$ cat config.mk
export PLATFORM = sky130hd
export DESIGN_NAME = dmem_access_unit
export DESIGN_NICKNAME = d
export VERILOG_FILES = /design/src/rtl/dmem_access_unit.sv
export SDC_FILE = /design/constraint.sdc
export NUM_CORES = 1
export LEC_CHECK = 0
export ABC_CLOCK_PERIOD_IN_PS = 2600
export BUFFER_PORTS_ARGS = -buffer_cell sky130_fd_sc_hd__buf_2
export CORE_ASPECT_RATIO = 0.75
export CORE_UTILIZATION = 52
export DETAILED_ROUTE_END_ITERATION = 8
export GPL_ROUTABILITY_DRIVEN = 0
export GPL_TIMING_DRIVEN = 0
export PLACE_DENSITY = 0.88
export SLEW_MARGIN = 20
export SYNTH_ARGS = -nofsm -noshare
export SYNTH_HDL_FRONTEND = slang
export SYNTH_SLANG_ARGS = --single-unit
$ cat constraint.sdc
create_clock -name clk -period 2.6 [get_ports clk]
set_input_delay 0.26 -clock clk [delete_from_list [all_inputs] [get_ports clk]]
set_output_delay 0.26 -clock clk [all_outputs]
set_load 0.05 [all_outputs]
$ cat src/rtl/dmem_access_unit.sv
// dmem_access_unit: MEM-stage load/store formatter around one data-cache port; define DMEM_MISALIGN_TRAP_EN to trap misaligned accesses
module dmem_access_unit (
    input  logic        clk,
    input  logic        rst_n,
    input  logic        req_valid,
    output logic        req_ready,
    input  logic        req_load,
    input  logic        req_store,
    input  logic [2:0]  req_funct3,
    input  logic [31:0] req_addr,
    input  logic [31:0] req_wdata,
    output logic [31:0] dmem_address,
    output logic        dmem_read,
    output logic        dmem_write,
    output logic [3:0]  dmem_wmask,
    output logic [31:0] dmem_wdata,
    input  logic [31:0] dmem_rdata,
    input  logic        dmem_resp,
    output logic        resp_valid,
    output logic [31:0] resp_rdata,
    output logic        resp_misaligned
);
    typedef enum logic [1:0] {IDLE, ACCESS, RESP} state_t;
    state_t state, state_nx;
    logic op_load, op_byte, op_half, op_uns;
    logic [1:0] op_off;
    logic accept, is_store, is_byte, is_half, mis;
    logic [3:0] fmt_mask;
    logic [31:0] fmt_wdata, ld_data;
    logic [7:0] ld_byte;
    logic [15:0] ld_half;

    assign req_ready = state != ACCESS;
    assign accept = req_ready && req_valid && (req_load || req_store);
    assign is_store = req_store;
    assign is_byte = is_store ? req_funct3 == 3'b000 : req_funct3[1:0] == 2'b00;
    assign is_half = is_store ? req_funct3 == 3'b001 : req_funct3[1:0] == 2'b01;
`ifdef DMEM_MISALIGN_TRAP_EN
    assign mis = (is_half && req_addr[0]) || (!is_byte && !is_half && req_addr[1:0] != 2'b00);
`else
    assign mis = 1'b0;
`endif
    assign fmt_mask = is_byte ? 4'b0001 << req_addr[1:0] : is_half ? 4'b0011 << {req_addr[1], 1'b0} : 4'b1111;
    assign fmt_wdata = is_byte ? {4{req_wdata[7:0]}} : is_half ? {2{req_wdata[15:0]}} : req_wdata;
    assign ld_byte = dmem_rdata[{op_off, 3'b000} +: 8];
    assign ld_half = dmem_rdata[{op_off[1], 4'b0000} +: 16];
    assign ld_data = op_byte ? {{24{!op_uns && ld_byte[7]}}, ld_byte}
                   : op_half ? {{16{!op_uns && ld_half[15]}}, ld_half} : dmem_rdata;

    // State register
    always_ff @(posedge clk or negedge rst_n) begin
        if (!rst_n) state <= IDLE;
        else state <= state_nx;
    end

    // Next state: accepted ops issue (or trap straight to RESP), ACCESS waits for the cache
    always_comb begin
        state_nx = state;
        if (accept) state_nx = mis ? RESP : ACCESS;
        else if (state == ACCESS) state_nx = dmem_resp ? RESP : ACCESS;
        else if (state == RESP) state_nx = IDLE;
    end

    // Registered cache strobes, latched op attributes and formatted response
    always_ff @(posedge clk or negedge rst_n) begin
        if (!rst_n) begin
            dmem_address    <= 32'b0;
            dmem_read       <= 1'b0;
            dmem_write      <= 1'b0;
            dmem_wmask      <= 4'b0;
            dmem_wdata      <= 32'b0;
            resp_valid      <= 1'b0;
            resp_rdata      <= 32'b0;
            resp_misaligned <= 1'b0;
            op_load         <= 1'b0;
            op_byte         <= 1'b0;
            op_half         <= 1'b0;
            op_uns          <= 1'b0;
            op_off          <= 2'b0;
        end else begin
            resp_valid      <= 1'b0;
            resp_misaligned <= 1'b0;
            if (accept && !mis) begin
                dmem_address <= {req_addr[31:2], 2'b00};
                dmem_read    <= !is_store;
                dmem_write   <= is_store;
                dmem_wmask   <= is_store ? fmt_mask : 4'b0;
                dmem_wdata   <= is_store ? fmt_wdata : 32'b0;
                op_load      <= !is_store;
                op_byte      <= is_byte;
                op_half      <= is_half;
                op_uns       <= req_funct3[2];
                op_off       <= req_addr[1:0];
            end else if (state == ACCESS && dmem_resp) begin
                dmem_read  <= 1'b0;
                dmem_write <= 1'b0;
                dmem_wmask <= 4'b0;
                dmem_wdata <= 32'b0;
                resp_valid <= 1'b1;
                resp_rdata <= op_load ? ld_data : 32'b0;
            end
            if (accept && mis) begin
                resp_valid      <= 1'b1;
                resp_misaligned <= 1'b1;
                resp_rdata      <= 32'b0;
            end
        end
    end
endmodule

==> results.sh <==
export IMPL_min_period_over_period=0.654
export IMPL_crit_end="dmem_address[17]$_DFFE_PN0P_"
export IMPL_cap_violations=0
export IMPL_start_kind="flip-flop"
export IMPL_end_kind="flip-flop"
export IMPL_synthArstFlopShare=1.00
export IMPL_synth_cell_types=42
export IMPL_critPathMaxFanout=10
export IMPL_fin_setup_tns_ns=0
export IMPL_post_route_min_period_ns=1.70
export IMPL_dp_cells=748
export IMPL_num_antenna_cells=0
export IMPL_grt_pass1_wl_um=21900
export IMPL_cp_num_buf_inv=1
export IMPL_holdBufCountCts=1
export IMPL_seq_area_frac_synth=0.533
export IMPL_timing_final_hold_violations=0
export IMPL_clockRootBuffer="clkbuf_16"
export IMPL_slew_violations=0
export IMPL_slowest_delay_ns=0.40
export IMPL_grt_max_degree=67
export IMPL_synth_seq_cells=109
export IMPL_htreeDepth=3
export IMPL_total_power_mw=9.90
export IMPL_synthSimpleGateAreaFrac=0.0753
export IMPL_rsz0062_at_grt="no"
export IMPL_leakagePower_nw=3.44
export IMPL_drt_initial_drc_count=360
export IMPL_numClockSinks=109
export IMPL_core_area_sq_mm=0.00931
export IMPL_grtUsageTotal=0.285
export IMPL_cts_buffer_depth=2
export IMPL_layout_common_cells="buf_2, dfrtp_1, mux2_2"
export IMPL_synth_xor_area_frac=0
export IMPL_routed_wl_um=14100
export IMPL_skew_ns=0.00446
export IMPL_synth_top_family_by_area="multiplexers"
export IMPL_post_drt_via_cell_ratio=5.76
export IMPL_synth_edf_count=0
export IMPL_crit_path_cell_trace="and2b_4, nor2_2, buf_6, mux2_2"
export IMPL_layout_commonest_cell="buf_2"
export IMPL_start_util=0.550
export IMPL_ys_flop_type="dfrtp_1"
export IMPL_synth_mux_area_frac=0.192
export IMPL_synth_compound_area_share=0.154
export IMPL_final_cell_area_sq_mm=0.00668
export IMPL_synth_avg_cell_area_sq_um=12.5
export IMPL_dpl_worst_slack_ns=0.879
export IMPL_clock_latency_ns=0.34
export IMPL_drive_gt1_frac=0.476
export IMPL_fp_dieH_um=87.9
export IMPL_synth_fa_ha_area_frac=0
export IMPL_die_area_sq_mm=0.0103
export IMPL_drtAntennaViolNets=0
export IMPL_cts_tree="yes"
export IMPL_hpwl_um=10700
export IMPL_overflow=0
export IMPL_worst_path_stages=4
export IMPL_die_w_um=117
export IMPL_ff2ff_path_depth=4
export IMPL_peakVddDrop_uv=822
export IMPL_pwr_density_cell_mw_per_mm2=1480
export IMPL_fillers=691
export IMPL_cpLargestDelayFamily="simple AND/OR/NAND/NOR gates"
export IMPL_boundaryPins=210
export IMPL_port_buffers=206
export IMPL_setup_violations=0
export IMPL_finalWorstSetupSlack_ns=0.899
export IMPL_instances_no_fill=764
export IMPL_cts_resized=0
export IMPL_fmax_mhz=588
export IMPL_synthCells=411
export IMPL_cts_setup_buffers=0
export IMPL_netlist_area_sq_mm=0.00512
export IMPL_num_vias=4399
export IMPL_hold_path_class="primary input to flip-flop"
export IMPL_drcViolationCount=0
export IMPL_timing_rr_start="state[1]$_DFFE_PN0P_"
export IMPL_status="completed"
export IMPL_grt_pass1_vias=4359
export IMPL_cp_arrival_ns=1.92
export IMPL_critPathLaunch="state[1]$_DFFE_PN0P_"
export IMPL_synth_warnings=0
export IMPL_num_rows=30
export IMPL_critPathKind="flip-flop to flip-flop"
export IMPL_place_area_sq_mm=0.00635
export IMPL_rrSetupSlack_ns=0.90
export IMPL_crit_required_ns=2.82
export IMPL_drt_pass1_iter_count=5
export IMPL_clkTransAtPathRegs_ns=0.07
export IMPL_numCtsBuffers=9
export IMPL_wl_per_cell_um=18.5
export IMPL_syn2layout_area_growth_pct=30.4
export IMPL_antenna_found_initial=0
export IMPL_crit_slowest_cell="nor2_2"
export IMPL_num_nets_final=737
export IMPL_timing_rr_end="dmem_address[17]$_DFFE_PN0P_"
## worst min path at each step
stage,from,to,depth (start not counted)
2_1_floorplan,rst_n,dmem_address[10]$_DFFE_PN0P_,0
3_3_place_gp,dmem_write$_DFFE_PN0P_,dmem_write$_DFFE_PN0P_,1
3_5_place_dp,rst_n,dmem_wdata[5]$_DFFE_PN0P_,1
4_1_cts,req_addr[9],dmem_address[9]$_DFFE_PN0P_,2
5_1_grt,req_addr[30],dmem_address[30]$_DFFE_PN0P_,2
6_report,req_addr[9],dmem_address[9]$_DFFE_PN0P_,2
## through the flow
step | hold WS (ns) | util
after global placement | 0.458 | 0.679
after CTS | 0.140 | 0.717
after detailed placement | 0.207 | 0.683
after floorplan | -0.0356 | -
after global routing | 0.146 | 0.717
final | 0.153 | 0.717
## cell type report
type / instances / area (sq um) / share of cell area
well taps: 128 / 160 / 0.0240
inverters: 4 / 15.0 / 0.00225
multi-input cells: 265 / 2170 / 0.325
plain buffers: 35 / 216 / 0.0324
repair buffers: 208 / 1070 / 0.161
clock buffers: 10 / 239 / 0.0358
flip-flops and latches: 109 / 2730 / 0.408
clock inverters: 5 / 75.1 / 0.0112
## Yosys cell counts (6+ instances only)
cell type	number	area, sq um
dfrtp_1	109	2730
mux2_2	42	473
mux2i_1	33	330
nand2_1	33	124
o2bb2ai_1	24	210
nor2_1	18	67.6
o21ai_0	14	70.1
o311ai_1	13	114
a22o_1	12	105
clkbuf_1	11	41.3
buf_2	10	50.1
and3_1	9	56.3
mux4_2	8	180
nor2b_1	8	50.1
o211ai_1	8	60.1
a21boi_0	7	52.6
buf_4	7	52.6
o31ai_1	7	52.6
buf_6	6	67.6
## cells by family after synthesis
group / after synthesis
flops: 109
compound gates: 100
mux: 83
simple gates: 79
buf+inv: 39
other cells: 1
## where the power goes
group / switching, mW / internal, mW
logic: 4.03 / 1.51
clock network: 0.582 / 0.860
registers: 0.434 / 2.48
total: 5.05 / 4.85
## state kept, by name, indices dropped and copies added, names as in the netlist
register and cells:
op_byte 1, dmem_wdata 32, state 2, resp_valid 1
dmem_address 30, dmem_read 1, op_load 1, op_half 1
dmem_write 1, dmem_wmask 4, resp_rdata 32, op_off 2
op_uns 1
## layer usage
metal	track usage	vias up	wire length [um]
met5	0	-	0
met4	0.112	0	293
met3	0.0692	32	1180
met2	0.457	256	6660
met1	0.377	2141	5990
li1	-	1970	-
Power figures use the tool's default switching activity.
